`src/rtl/ps2_pkg.sv`:
```
// Shared constants for the PS/2 keyboard receive path: scan codes, key indices,
// frame FSM states and the scan-code to key-index lookup.
package ps2_pkg;

  localparam logic [7:0] SC_EXT   = 8'hE0;
  localparam logic [7:0] SC_BRK   = 8'hF0;

  localparam logic [7:0] SC_ARR_U = 8'h75;
  localparam logic [7:0] SC_ARR_D = 8'h72;
  localparam logic [7:0] SC_ARR_L = 8'h6B;
  localparam logic [7:0] SC_ARR_R = 8'h74;
  localparam logic [7:0] SC_W     = 8'h1D;
  localparam logic [7:0] SC_S     = 8'h1B;
  localparam logic [7:0] SC_A     = 8'h1C;
  localparam logic [7:0] SC_D     = 8'h23;

  localparam logic [1:0] KEY_R = 2'd3;
  localparam logic [1:0] KEY_L = 2'd2;
  localparam logic [1:0] KEY_D = 2'd1;
  localparam logic [1:0] KEY_U = 2'd0;

  typedef enum logic [1:0] {
    S_IDLE,
    S_DATA,
    S_PARITY,
    S_STOP
  } rx_state_t;

  typedef struct packed {
    logic       hit;
    logic [1:0] idx;
  } key_hit_t;

  // Arrow keys only count with the E0 prefix, WASD only without it.
  function automatic key_hit_t key_lookup(input logic [7:0] code, input logic ext);
    key_hit_t r;
    r.hit = 1'b1;
    r.idx = KEY_U;
    if (ext) begin
      case (code)
        SC_ARR_U: r.idx = KEY_U;
        SC_ARR_D: r.idx = KEY_D;
        SC_ARR_L: r.idx = KEY_L;
        SC_ARR_R: r.idx = KEY_R;
        default:  r.hit = 1'b0;
      endcase
    end else begin
      case (code)
        SC_W:    r.idx = KEY_U;
        SC_S:    r.idx = KEY_D;
        SC_A:    r.idx = KEY_L;
        SC_D:    r.idx = KEY_R;
        default: r.hit = 1'b0;
      endcase
    end
    return r;
  endfunction

endpackage

```
`src/rtl/ps2_rx_frame.sv`:
```
// PS/2 frame receiver: pin synchronisers, ps2_clk glitch filter, falling-edge strobe,
// 11-bit frame FSM with parity/stop checking and an inter-edge timeout.
module ps2_rx_frame
  import ps2_pkg::*;
#(
  parameter int unsigned FILTER_LEN  = 8,
  parameter int unsigned TIMEOUT_CYC = 6500,
  parameter int unsigned TW          = 13
) (
  input  logic       pclk,
  input  logic       rst,
  input  logic       ps2_clk,
  input  logic       ps2_data,
  output logic       byte_ok,
  output logic [7:0] rx_byte,
  output logic       frame_err
);

  logic [1:0]            r_clk_sync, r_dat_sync;
  logic [FILTER_LEN-1:0] r_flt;
  logic                  r_filt, r_filt_d;
  logic                  w_fall, w_data;

  always_ff @(posedge pclk or negedge rst) begin
    if (!rst) begin
      r_clk_sync <= '1;
      r_dat_sync <= '1;
      r_flt      <= '1;
      r_filt     <= 1'b1;
      r_filt_d   <= 1'b1;
    end else begin
      r_clk_sync <= {r_clk_sync[0], ps2_clk};
      r_dat_sync <= {r_dat_sync[0], ps2_data};
      r_flt      <= {r_flt[FILTER_LEN-2:0], r_clk_sync[1]};
      if (&r_flt)       r_filt <= 1'b1;
      else if (~|r_flt) r_filt <= 1'b0;
      r_filt_d   <= r_filt;
    end
  end

  assign w_fall = r_filt_d & ~r_filt;
  assign w_data = r_dat_sync[1];

  rx_state_t      r_state, w_state;
  logic [2:0]     r_cnt;
  logic [7:0]     r_shift;
  logic           r_par;
  logic [TW-1:0]  r_to;
  logic           r_byte_ok, r_frame_err;
  logic           w_ok, w_err, w_timeout;

  always_comb begin
    w_state   = r_state;
    w_ok      = 1'b0;
    w_err     = 1'b0;
    w_timeout = (r_state != S_IDLE) && (r_to == TW'(TIMEOUT_CYC - 1));
    if (w_timeout) begin
      w_state = S_IDLE;
      w_err   = 1'b1;
    end else if (w_fall) begin
      case (r_state)
        S_IDLE:   if (!w_data) w_state = S_DATA;
        S_DATA:   if (r_cnt == 3'd7) w_state = S_PARITY;
        S_PARITY: w_state = S_STOP;
        S_STOP: begin
          w_state = S_IDLE;
          if (w_data && (^{r_par, r_shift})) w_ok  = 1'b1;
          else                               w_err = 1'b1;
        end
        default:  w_state = S_IDLE;
      endcase
    end
  end

  always_ff @(posedge pclk or negedge rst) begin
    if (!rst) begin
      r_state     <= S_IDLE;
      r_cnt       <= '0;
      r_shift     <= '0;
      r_par       <= 1'b0;
      r_to        <= '0;
      r_byte_ok   <= 1'b0;
      r_frame_err <= 1'b0;
    end else begin
      r_state     <= w_state;
      r_byte_ok   <= w_ok;
      r_frame_err <= w_err;
      if (w_fall || r_state == S_IDLE) r_to <= '0;
      else                             r_to <= r_to + 1'b1;
      if (w_fall && !w_timeout) begin
        case (r_state)
          S_IDLE: r_cnt <= '0;
          S_DATA: begin
            r_shift <= {w_data, r_shift[7:1]};
            r_cnt   <= r_cnt + 1'b1;
          end
          S_PARITY: r_par <= w_data;
          default: ;
        endcase
      end
    end
  end

  assign byte_ok   = r_byte_ok;
  assign rx_byte   = r_shift;
  assign frame_err = r_frame_err;

endmodule

```
`src/rtl/ps2_key_decoder.sv`:
```
// PS/2 keyboard to held-key vector {R,L,D,U}: E0/F0 prefix tracking and make/break
// decoding on top of the frame receiver.
module ps2_key_decoder
  import ps2_pkg::*;
#(
  parameter int unsigned FILTER_LEN  = 8,
  parameter int unsigned TIMEOUT_CYC = 6500,
  parameter int unsigned TW          = 13
) (
  input  logic       pclk,
  input  logic       rst,
  input  logic       ps2_clk,
  input  logic       ps2_data,
  output logic [3:0] key,
  output logic [7:0] scan_code,
  output logic       scan_valid,
  output logic       frame_err
);

  logic       w_byte_ok, w_frame_err;
  logic [7:0] w_byte;
  key_hit_t   w_hit;

  ps2_rx_frame #(
    .FILTER_LEN (FILTER_LEN),
    .TIMEOUT_CYC(TIMEOUT_CYC),
    .TW         (TW)
  ) u_rx (
    .pclk     (pclk),
    .rst      (rst),
    .ps2_clk  (ps2_clk),
    .ps2_data (ps2_data),
    .byte_ok  (w_byte_ok),
    .rx_byte  (w_byte),
    .frame_err(w_frame_err)
  );

  logic       r_ext, r_brk;
  logic [3:0] r_key;
  logic [7:0] r_scan_code;
  logic       r_scan_valid, r_frame_err;

  assign w_hit = key_lookup(w_byte, r_ext);

  // frame_err is registered alongside scan_valid so both share the same latency.
  always_ff @(posedge pclk or negedge rst) begin
    if (!rst) begin
      r_ext        <= 1'b0;
      r_brk        <= 1'b0;
      r_key        <= '0;
      r_scan_code  <= '0;
      r_scan_valid <= 1'b0;
      r_frame_err  <= 1'b0;
    end else begin
      r_scan_valid <= w_byte_ok;
      r_frame_err  <= w_frame_err;
      if (w_byte_ok) begin
        r_scan_code <= w_byte;
        if (w_byte == SC_EXT) begin
          r_ext <= 1'b1;
        end else if (w_byte == SC_BRK) begin
          r_brk <= 1'b1;
        end else begin
          if (w_hit.hit) r_key[w_hit.idx] <= ~r_brk;
          r_ext <= 1'b0;
          r_brk <= 1'b0;
        end
      end
    end
  end

  assign key        = r_key;
  assign scan_code  = r_scan_code;
  assign scan_valid = r_scan_valid;
  assign frame_err  = r_frame_err;

endmodule

```
`config.mk`:
```
export PLATFORM = sky130hd
export DESIGN_NAME = ps2_key_decoder
export DESIGN_NICKNAME = d
export VERILOG_FILES = /design/src/rtl/ps2_pkg.sv /design/src/rtl/ps2_rx_frame.sv /design/src/rtl/ps2_key_decoder.sv
export SDC_FILE = /design/constraint.sdc
export NUM_CORES = 1
export LEC_CHECK = 0
export ABC_AREA = 1
export BUFFER_PORTS_ARGS = -buffer_cell sky130_fd_sc_hd__buf_2
export CORE_MARGIN = 5
export CORE_UTILIZATION = 55
export DETAILED_ROUTE_END_ITERATION = 12
export PLACE_DENSITY = 0.83
export SYNTH_ARGS = -nofsm -noshare
export SYNTH_HDL_FRONTEND = slang
export SYNTH_SLANG_ARGS = --single-unit
```
`constraint.sdc`:
```
create_clock -name pclk -period 1.9 [get_ports pclk]
set_clock_uncertainty 0.05 [all_clocks]
set_input_delay 0 -clock pclk [delete_from_list [all_inputs] [get_ports pclk]]
set_output_delay 0 -clock pclk [all_outputs]
set_load 0.1 [all_outputs]
```
==> impl_metrics.prom, run 1 <==
# TYPE chip_impl_metric gauge
chip_impl_metric{name="max-vdd-ir-drop",unit="mV"} 0.552
chip_impl_metric{name="design.die.area",unit="um^2"} 6950
chip_impl_metric{name="utilization",unit="%"} 65.7
chip_impl_metric{name="number_of_vias_per_cell_after_detailed_routing",unit=""} 5.06
chip_impl_metric{name="clk_latency",unit="ns"} 0.34
chip_impl_metric{name="num-fill-cells",unit=""} 400
chip_impl_metric{name="synth_top_area_share",unit="%"} 38.0
chip_impl_metric{name="synth.yosys.seq_area_share",unit="%"} 50.4
chip_impl_metric{name="final_max_slew_viol_count",unit=""} 0
chip_impl_metric{name="power_per_cell_area",unit="nW/um^2"} 924
chip_impl_info{name="cts_root_buf",value="sky130_fd_sc_hd__clkbuf_8"} 1
chip_impl_metric{name="drt_iter0_markers",unit=""} 184
chip_impl_metric{name="worst_path_required",unit="ns"} 2.07
chip_impl_metric{name="post_drt_wl_per_cell",unit="um"} 12.7
chip_impl_metric{name="die_x",unit="um"} 83.4
chip_impl_info{name="tritoncts",value="done"} 1
chip_impl_metric{name="post_synth_num_cell_types",unit=""} 29
chip_impl_metric{name="num_antenna_cells",unit=""} 0
chip_impl_metric{name="cts_max_level",unit=""} 3
chip_impl_metric{name="avgSynthCellArea",unit="um^2"} 8.74
chip_impl_metric{name="mappedNetlistArea",unit="um^2"} 2960
chip_impl_metric{name="count_of_placed_standard_cells_including_taps",unit=""} 425
chip_impl_metric{name="grt_pass1_vias",unit=""} 2351
chip_impl_info{name="hold_class",value="in -> reg"} 1
chip_impl_metric{name="die_height",unit="um"} 83.4
chip_impl_metric{name="totalNegativeSetupSlack",unit="ns"} 0
chip_impl_metric{name="synth_seq_cells",unit=""} 59
chip_impl_info{name="critical_path_class",value="reg -> reg"} 1
chip_impl_metric{name="dp_hpwl",unit="um"} 3830
chip_impl_info{name="layout_common_cells",value="sky130_fd_sc_hd__nand2_1 (98), sky130_fd_sc_hd__inv_1 (49), sky130_fd_sc_hd__dfrtp_1 (45), sky130_fd_sc_hd__ha_1 (21), sky130_fd_sc_hd__nor2_1 (20)"} 1
chip_impl_info{name="outcome",value="complete, no violations"} 1
chip_impl_info{name="grt_setup_unrepaired",value="no"} 1
chip_impl_metric{name="weighted_congestion_at_the_end_of_routability_driven_global_placement",unit=""} 0.873
chip_impl_metric{name="row_cnt",unit=""} 26
chip_impl_metric{name="postSynthCellCount",unit=""} 339
chip_impl_info{name="cp_common_cell",value="sky130_fd_sc_hd__nand2_1"} 1
chip_impl_metric{name="number_of_buffers_added_on_ports",unit=""} 17
chip_impl_metric{name="grt_start_max_net_pins",unit=""} 60
chip_impl_metric{name="final_layout_size_suffix_gt1_share",unit="%"} 20.1
chip_impl_metric{name="initial_cell_density_of_the_core",unit="%"} 57.3
chip_impl_metric{name="drt_pre_antenna_iters",unit=""} 4
chip_impl_metric{name="layout-area-overhead-vs-synth",unit="%"} 14.7
chip_impl_metric{name="timing.final.hold_violations",unit=""} 0
chip_impl_metric{name="worst_setup_hold_path_clk_slew",unit="ns"} 0.07
chip_impl_info{name="synth_area_leaders",value="sky130_fd_sc_hd__dfrtp_1 (38%), sky130_fd_sc_hd__dfstp_2 (12%), sky130_fd_sc_hd__nand2_1 (12%)"} 1
chip_impl_metric{name="slowest_delay",unit="ns"} 0.43
chip_impl_info{name="post-synth-top-area-cell",value="sky130_fd_sc_hd__dfrtp_1"} 1
chip_impl_metric{name="max_slew.worst_pin.slew",unit="ns"} 0.726
chip_impl_metric{name="cts_buffer_depth",unit=""} 2
chip_impl_metric{name="grt-ovfl-total",unit=""} 0
chip_impl_metric{name="detail_route.drc_violations",unit=""} 0
chip_impl_metric{name="globalRouteTotalUtil",unit="%"} 18.0
chip_impl_info{name="slowest_stage",value="sky130_fd_sc_hd__dfrtp_1"} 1
chip_impl_metric{name="syn-num-nets",unit=""} 365
chip_impl_metric{name="antenna_violating_nets_left",unit=""} 0
chip_impl_metric{name="cp.arrival",unit="ns"} 1.94
chip_impl_metric{name="wirelength",unit="um"} 5670
chip_impl_metric{name="layout.cells.non_filler",unit=""} 448
chip_impl_metric{name="coreArea",unit="um^2"} 5170
chip_impl_metric{name="timing.final.setup_violations",unit=""} 0
chip_impl_metric{name="total_leakage_power",unit="nW"} 1.75
chip_impl_metric{name="maxCapViolCount",unit=""} 0
chip_impl_metric{name="antenna_found_initial",unit=""} 0
chip_impl_metric{name="post-route-min-period",unit="ns"} 1.78
chip_impl_info{name="start_kind",value="flip-flop"} 1
chip_impl_info{name="critical_path.endpoint_type",value="flip-flop"} 1
chip_impl_metric{name="max_clock_freq",unit="GHz"} 0.562
chip_impl_metric{name="critical_path.max_fanout",unit=""} 4
chip_impl_info{name="layout.cells.most_common",value="sky130_fd_sc_hd__nand2_1"} 1
chip_impl_info{name="chain_of_cells_forming_the_critical_path",value="inv_2 -> ha_4 -> or2_2 -> nand2_1 -> nand2_1 -> nand2_1 -> nand2_1 -> nand2_1 -> nand2_1 -> nand2_1 -> nand2_1"} 1
chip_impl_metric{name="dr_total_vias",unit=""} 2266
chip_impl_metric{name="grt_first_pass_wirelength",unit="um"} 10200
chip_impl_metric{name="finalNetCount",unit=""} 399
chip_impl_metric{name="cts.sinks",unit=""} 59
chip_impl_metric{name="maxSlewHeadroom",unit="%"} 51.6
chip_impl_metric{name="tritoncts.num_buffers",unit=""} 9
chip_impl_metric{name="floorplan.io_pins",unit=""} 18
chip_impl_metric{name="yosys_warnings",unit=""} 0
chip_impl_metric{name="period_share",unit="%"} 93.6
[where the power goes]
group          internal [mW]  switching (mW)
Combinational          0.196           0.355
Sequential              1.36          0.0828
Clock                  0.677           0.463
[through the flow]
| stage | hold WS (ns) | total power, mW | setup WS [ns] | instance area, um^2 |
|---|---|---|---|---|
| floorplan | -0.346 | 1.85 | 0.298 | 2960 |
| global placement | 0.0544 | 1.95 | 0.170 | 3120 |
| detailed placement | 0.0567 | 1.98 | 0.0991 | 3120 |
| CTS | 0.247 | 3.14 | 0.0674 | 3350 |
| global route | 0.268 | 3.34 | 0.0108 | 3400 |
| finish | 0.270 | 3.14 | 0.122 | 3400 |
[cell usage after synthesis, drive strengths merged]
cell and instances:
xnor2 1, nand3b 1, xor2 1, o211ai 1
dfstp 14, nor2 25, dfrtp 45, buf 1
nor4 2, o21ai 29, inv 53, nor3 8
a21oi 9, ha 22, nand2 100, or2 2
nand4 5, clkbuf 1, nand3 19
[cell type report]
| class | count | area, um^2 | share of cell area [%] |
|---|---|---|---|
| clock buffers | 14 | 163 | 4.79 |
| clock inverters | 2 | 35.0 | 1.03 |
| inverters | 53 | 199 | 5.85 |
| multi-input cells | 226 | 1270 | 37.5 |
| flip-flops and latches | 59 | 1490 | 44.0 |
| well taps | 70 | 87.6 | 2.58 |
| repair buffers | 24 | 145 | 4.27 |
[kinds of logic after synthesis]
family,Yosys count,synth area share (%)
AND/OR/NAND/NOR,162,24.2
XOR/XNOR,2,0.592
adder cells (fa/ha/maj),22,9.29
flip-flops,59,50.4
buffers and inverters,55,7.52
AO/OA/AOI/OAI,39,7.94
[repair_timing]
item / CTS / global route
endpoints found under the hold margin: 47 / 0
hold buffers: 3 / 0
gates resized for setup: 0 / 7
setup endpoints to repair: 0 / 16
buffers inserted: 0 / 3
[routing by layer]
metal | share of wire (%) | track usage, % | routed length (um) | vias to the layer above
met5 | 0 | 0 | 0 | -
met4 | 1.6 | 9.06 | 93 | 0
met3 | 4.3 | 4.36 | 242 | 11
met2 | 51 | 30.8 | 2890 | 51
met1 | 43 | 20.8 | 2440 | 1068
li1 | - | - | - | 1136
[final timing paths]
| kind | from | to | slack, ns | cells past startpoint |
|---|---|---|---|---|
| setup / recovery | u_rx.rx_byte[2]$_DFFE_PN0P_ | u_rx.frame_err$_DFF_PN0_ | 0.12 | 11 |
| hold / removal | ps2_clk | u_rx.r_clk_sync[0]$_DFF_PN1_ | 0.27 | 2 |
| setup reg to reg | u_rx.rx_byte[2]$_DFFE_PN0P_ | u_rx.frame_err$_DFF_PN0_ | 0.12 | 11 |
| hold reg to reg | u_rx.frame_err$_DFF_PN0_ | frame_err$_DFF_PN0_ | 0.30 | 0 |
| max in group asynchronous | rst | u_rx.rx_byte[5]$_DFFE_PN0P_ | 1.03 | 3 |
| min in group asynchronous | rst | scan_code[1]$_DFFE_PN0P_ | 0.28 | 3 |
[critical path: cells and delay by family, from the launching register on]
family | cells | cell delay, ns
adders and majority gates | 1 | 0.22
buffers and inverters | 1 | 0.15
and+or+nand+nor | 9 | 0.79
DFF | 1 | 0.43
[sequential cells by signal, indices dropped and copies added (netlist names), 2 cells and up]
name,flops
key,4
scan_code,8
u_rx.r_clk_sync,2
u_rx.r_cnt,3
u_rx.r_dat_sync,2
u_rx.r_flt,8
u_rx.r_state,2
u_rx.r_to,13
u_rx.rx_byte,8
Power figures use the tool's default switching activity.
==> inputs of run 2 (changes only) <==
--- a/config.mk
+++ b/config.mk
@@ -5,9 +5,7 @@
 export SDC_FILE = /design/constraint.sdc
 export NUM_CORES = 1
 export LEC_CHECK = 0
-export ABC_AREA = 1
-export BUFFER_PORTS_ARGS = -buffer_cell sky130_fd_sc_hd__buf_2
-export CORE_MARGIN = 5
+export BUFFER_PORTS_ARGS = -buffer_cell sky130_fd_sc_hd__buf_4
 export CORE_UTILIZATION = 55
 export DETAILED_ROUTE_END_ITERATION = 12
 export PLACE_DENSITY = 0.83
==> impl_metrics.prom, run 2 <==
# TYPE chip_impl_metric gauge
chip_impl_metric{name="max_slew.worst_pin.slew",unit="ns"} 0.700
chip_impl_metric{name="num_antenna_cells",unit=""} 0
chip_impl_metric{name="drt_iter0_markers",unit=""} 124
chip_impl_metric{name="max_clock_freq",unit="GHz"} 0.527
chip_impl_metric{name="globalRouteTotalUtil",unit="%"} 22.2
chip_impl_metric{name="cts.sinks",unit=""} 59
chip_impl_metric{name="final_max_slew_viol_count",unit=""} 0
chip_impl_info{name="post-synth-top-area-cell",value="sky130_fd_sc_hd__dfrtp_1"} 1
chip_impl_info{name="reg2reg_from",value="u_rx.rx_byte[6]$_DFFE_PN0P_"} 1
chip_impl_metric{name="final_layout_size_suffix_gt1_share",unit="%"} 36.1
chip_impl_metric{name="clk_latency",unit="ns"} 0.34
chip_impl_metric{name="total_leakage_power",unit="nW"} 1.60
chip_impl_metric{name="timing.final.setup_violations",unit=""} 0
chip_impl_metric{name="internal_power",unit="mW"} 2.18
chip_impl_metric{name="postSynthCellCount",unit=""} 229
chip_impl_info{name="cts_root_buf",value="sky130_fd_sc_hd__clkbuf_8"} 1
chip_impl_metric{name="power.combinational.fraction",unit="%"} 18.7
chip_impl_metric{name="worst_setup_hold_path_clk_slew",unit="ns"} 0.06
chip_impl_metric{name="critical_path.max_fanout",unit=""} 4
chip_impl_metric{name="die_x",unit="um"} 72.7
chip_impl_metric{name="power_per_cell_area",unit="nW/um^2"} 905
chip_impl_info{name="outcome",value="complete, no violations"} 1
chip_impl_metric{name="wirelength",unit="um"} 5320
chip_impl_metric{name="grt_pass1_vias",unit=""} 1856
chip_impl_metric{name="seq_area",unit="um^2"} 1490
chip_impl_metric{name="post_drt_wl_per_cell",unit="um"} 15.1
chip_impl_metric{name="multiInputGateArea",unit="um^2"} 1220
chip_impl_info{name="main_synth_ff_type",value="sky130_fd_sc_hd__dfrtp_1"} 1
chip_impl_metric{name="row_cnt",unit=""} 25
chip_impl_info{name="grt_setup_unrepaired",value="yes"} 1
chip_impl_metric{name="layout-area-overhead-vs-synth",unit="%"} 22.5
chip_impl_metric{name="grt_first_pass_wirelength",unit="um"} 8670
chip_impl_metric{name="cp.arrival",unit="ns"} 2.05
chip_impl_metric{name="worst_path_required",unit="ns"} 2.06
chip_impl_metric{name="drt_pre_antenna_iters",unit=""} 4
chip_impl_metric{name="coreArea",unit="um^2"} 4750
chip_impl_metric{name="synth_seq_cells",unit=""} 59
chip_impl_info{name="layout_common_cells",value="sky130_fd_sc_hd__dfrtp_1 (45), sky130_fd_sc_hd__buf_4 (40), sky130_fd_sc_hd__nand2_1 (21), sky130_fd_sc_hd__ha_1 (16), sky130_fd_sc_hd__dfstp_2 (14)"} 1
chip_impl_metric{name="post-route-min-period",unit="ns"} 1.90
chip_impl_metric{name="die_height",unit="um"} 72.7
chip_impl_metric{name="floorplan.io_pins",unit=""} 18
chip_impl_metric{name="period_share",unit="%"} 99.9
chip_impl_metric{name="post_synth_num_cell_types",unit=""} 44
chip_impl_metric{name="max-vdd-ir-drop",unit="mV"} 0.685
chip_impl_metric{name="number_of_flip_flops_under_the_largest_register_name",unit=""} 13
chip_impl_info{name="largest_register_by_flop_count",value="u_rx.r_to"} 1
chip_impl_info{name="hold_class",value="in -> async"} 1
chip_impl_info{name="critical_path.endpoint_type",value="flip-flop"} 1
chip_impl_metric{name="ys_async_sr_fraction",unit="%"} 100
chip_impl_metric{name="synth.yosys.seq_area_share",unit="%"} 54.4
chip_impl_metric{name="yosys_warnings",unit=""} 0
chip_impl_info{name="tritoncts",value="done"} 1
chip_impl_metric{name="design.die.area",unit="um^2"} 5280
chip_impl_metric{name="finalNetCount",unit=""} 306
chip_impl_metric{name="timing.final.hold_violations",unit=""} 0
chip_impl_metric{name="swShare",unit="%"} 28.2
chip_impl_metric{name="number_of_buffers_added_on_ports",unit=""} 17
chip_impl_metric{name="r2r_setup_slack",unit="ns"} 0.002
chip_impl_metric{name="maxCapViolCount",unit=""} 0
chip_impl_metric{name="maxSlewHeadroom",unit="%"} 53.3
chip_impl_metric{name="power.share.sequential",unit="%"} 46.6
chip_impl_metric{name="power.switching",unit="mW"} 0.859
chip_impl_metric{name="synth_edf_count",unit=""} 0
chip_impl_metric{name="num-fill-cells",unit=""} 348
chip_impl_metric{name="weighted_congestion_at_the_end_of_routability_driven_global_placement",unit=""} 0.860
chip_impl_info{name="reg2reg_to",value="key[1]$_DFFE_PN0P_"} 1
chip_impl_metric{name="cts_buffer_depth",unit=""} 2
chip_impl_metric{name="r2r.worst_path.cells",unit=""} 7
chip_impl_metric{name="layout.cell_area.non_filler",unit="um^2"} 3360
chip_impl_metric{name="detail_route.drc_violations",unit=""} 0
chip_impl_info{name="synth_top_cells_by_count",value="sky130_fd_sc_hd__dfrtp_1 (45), sky130_fd_sc_hd__ha_1 (22), sky130_fd_sc_hd__nand2_1 (21)"} 1
chip_impl_metric{name="tritoncts.num_buffers",unit=""} 9
chip_impl_metric{name="mappedNetlistArea",unit="um^2"} 2750
chip_impl_metric{name="antenna_found_initial",unit=""} 0
chip_impl_metric{name="clkPwrFrac",unit="%"} 34.7
chip_impl_info{name="start_kind",value="flip-flop"} 1
chip_impl_metric{name="dp_hpwl",unit="um"} 3540
chip_impl_info{name="layout.cells.most_common",value="sky130_fd_sc_hd__dfrtp_1"} 1
chip_impl_metric{name="dr_total_vias",unit=""} 1896
chip_impl_info{name="critical_path_class",value="reg -> reg"} 1
chip_impl_info{name="yosys.cell_count.top_type",value="sky130_fd_sc_hd__dfrtp_1"} 1
chip_impl_metric{name="avgSynthCellArea",unit="um^2"} 12.0
chip_impl_metric{name="syn-num-nets",unit=""} 255
chip_impl_metric{name="placed_cell_area",unit="um^2"} 3070
chip_impl_metric{name="initial_cell_density_of_the_core",unit="%"} 57.8
chip_impl_info{name="synth_area_leaders",value="sky130_fd_sc_hd__dfrtp_1 (41%), sky130_fd_sc_hd__dfstp_2 (13%), sky130_fd_sc_hd__ha_1 (10%)"} 1
chip_impl_metric{name="grt_start_max_net_pins",unit=""} 60
chip_impl_metric{name="number_of_vias_per_cell_after_detailed_routing",unit=""} 5.39
chip_impl_metric{name="cts_max_level",unit=""} 3
chip_impl_metric{name="grt-ovfl-total",unit=""} 0
chip_impl_metric{name="antenna_violating_nets_left",unit=""} 0
chip_impl_metric{name="synth_top_area_share",unit="%"} 41.0
chip_impl_metric{name="totalNegativeSetupSlack",unit="ns"} 0
[run 2: changes by cell type in the layout (fill, tap and decap cells not counted), sizes merged, moves of 14 or more]
cell | before | now
inv | 53 | 12
buf | 21 | 40
nand2 | 100 | 22
nor2 | 25 | 11
nand3 | 20 | 4
o21ai | 29 | 11
[run 2: worst max-delay path: stages, from the launching register on]
cell                      delay (ns)
sky130_fd_sc_hd__dfrtp_1        0.43
sky130_fd_sc_hd__inv_1          0.10
sky130_fd_sc_hd__ha_2           0.20
sky130_fd_sc_hd__buf_4          0.12
sky130_fd_sc_hd__nand4_1        0.17
sky130_fd_sc_hd__a32o_2         0.31
sky130_fd_sc_hd__o31ai_1        0.28
sky130_fd_sc_hd__o41ai_1        0.11
[run 2: layout make-up]
cell class                 instances  area share (%)
multi-input combinational        155            36.3
sequential                        59            44.4
timing repair buffer              43            9.82
tap                               67            2.49
clock inverter                     4           0.707
clock buffer                      12            4.91
inverter                          12            1.34
[run 2: cell families (layout without fill, tap and decap cells)]
kind of cell	Yosys count	after routing	share of synthesized area [%]
and+or+nand+nor	70	70	14.1
DFF	59	59	54.4
AOI/OAI and AO/OA	34	34	8.43
adders and majority gates	22	22	10.0
muxes	18	18	7.20
buffers and inverters	15	71	2.32
xor gates and xnor gates	11	11	3.51
[run 2: worst max path at each step]
stage                                 from                 end  cells after the start
5_1_grt        u_rx.rx_byte[6]$_DFFE_PN0P_  key[1]$_DFFE_PN0P_                      7
3_5_place_dp   u_rx.rx_byte[4]$_DFFE_PN0P_  key[1]$_DFFE_PN0P_                      7
3_3_place_gp   u_rx.rx_byte[4]$_DFFE_PN0P_  key[0]$_DFFE_PN0P_                      7
4_1_cts        u_rx.rx_byte[7]$_DFFE_PN0P_  key[1]$_DFFE_PN0P_                      7
2_1_floorplan  u_rx.rx_byte[4]$_DFFE_PN0P_  key[0]$_DFFE_PN0P_                      7
6_report       u_rx.rx_byte[6]$_DFFE_PN0P_  key[1]$_DFFE_PN0P_                      7
[run 2: repair_timing]
item                                    4_1_cts  5_1_grt
pin swaps                                     4        5
setup buffers                                 1        5
resized for setup                             4       13
endpoints found under the setup margin        3       12
hold endpoints to repair                     47        0
hold buffers                                  3        0
[run 2: power by group through the flow]
stage	Clock, mW	Sequential [mW]	Combinational (mW)
after global routing	1.12	1.43	0.646
after global placement	0	1.43	0.510
after CTS	1.07	1.42	0.554
final	1.06	1.42	0.569
after floorplan	0	1.43	0.332
after detailed placement	0	1.44	0.540
[run 2: metal layers]
layer / vias up / track usage, % / wire (um)
li1: 922 / - / -
met1: 895 / 26.8 / 2320
met2: 59 / 35.7 / 2620
met3: 20 / 5.25 / 190
met4: 0 / 14.4 / 191
met5: - / 0 / 0
[run 2: metrics by stage]
stage	setup WS, ns	hold slack (ns)	util (%)	power (mW)	std cells
after global routing	-0.0567	0.252	70.7	3.19	352
after detailed placement	-0.0531	0.0475	64.5	1.98	327
after floorplan	0.109	-0.346	-	1.77	229
after global placement	0.0580	0.0450	64.5	1.94	327
after CTS	0.00290	0.231	69.4	3.05	347
final	0.00224	0.216	70.7	3.04	352
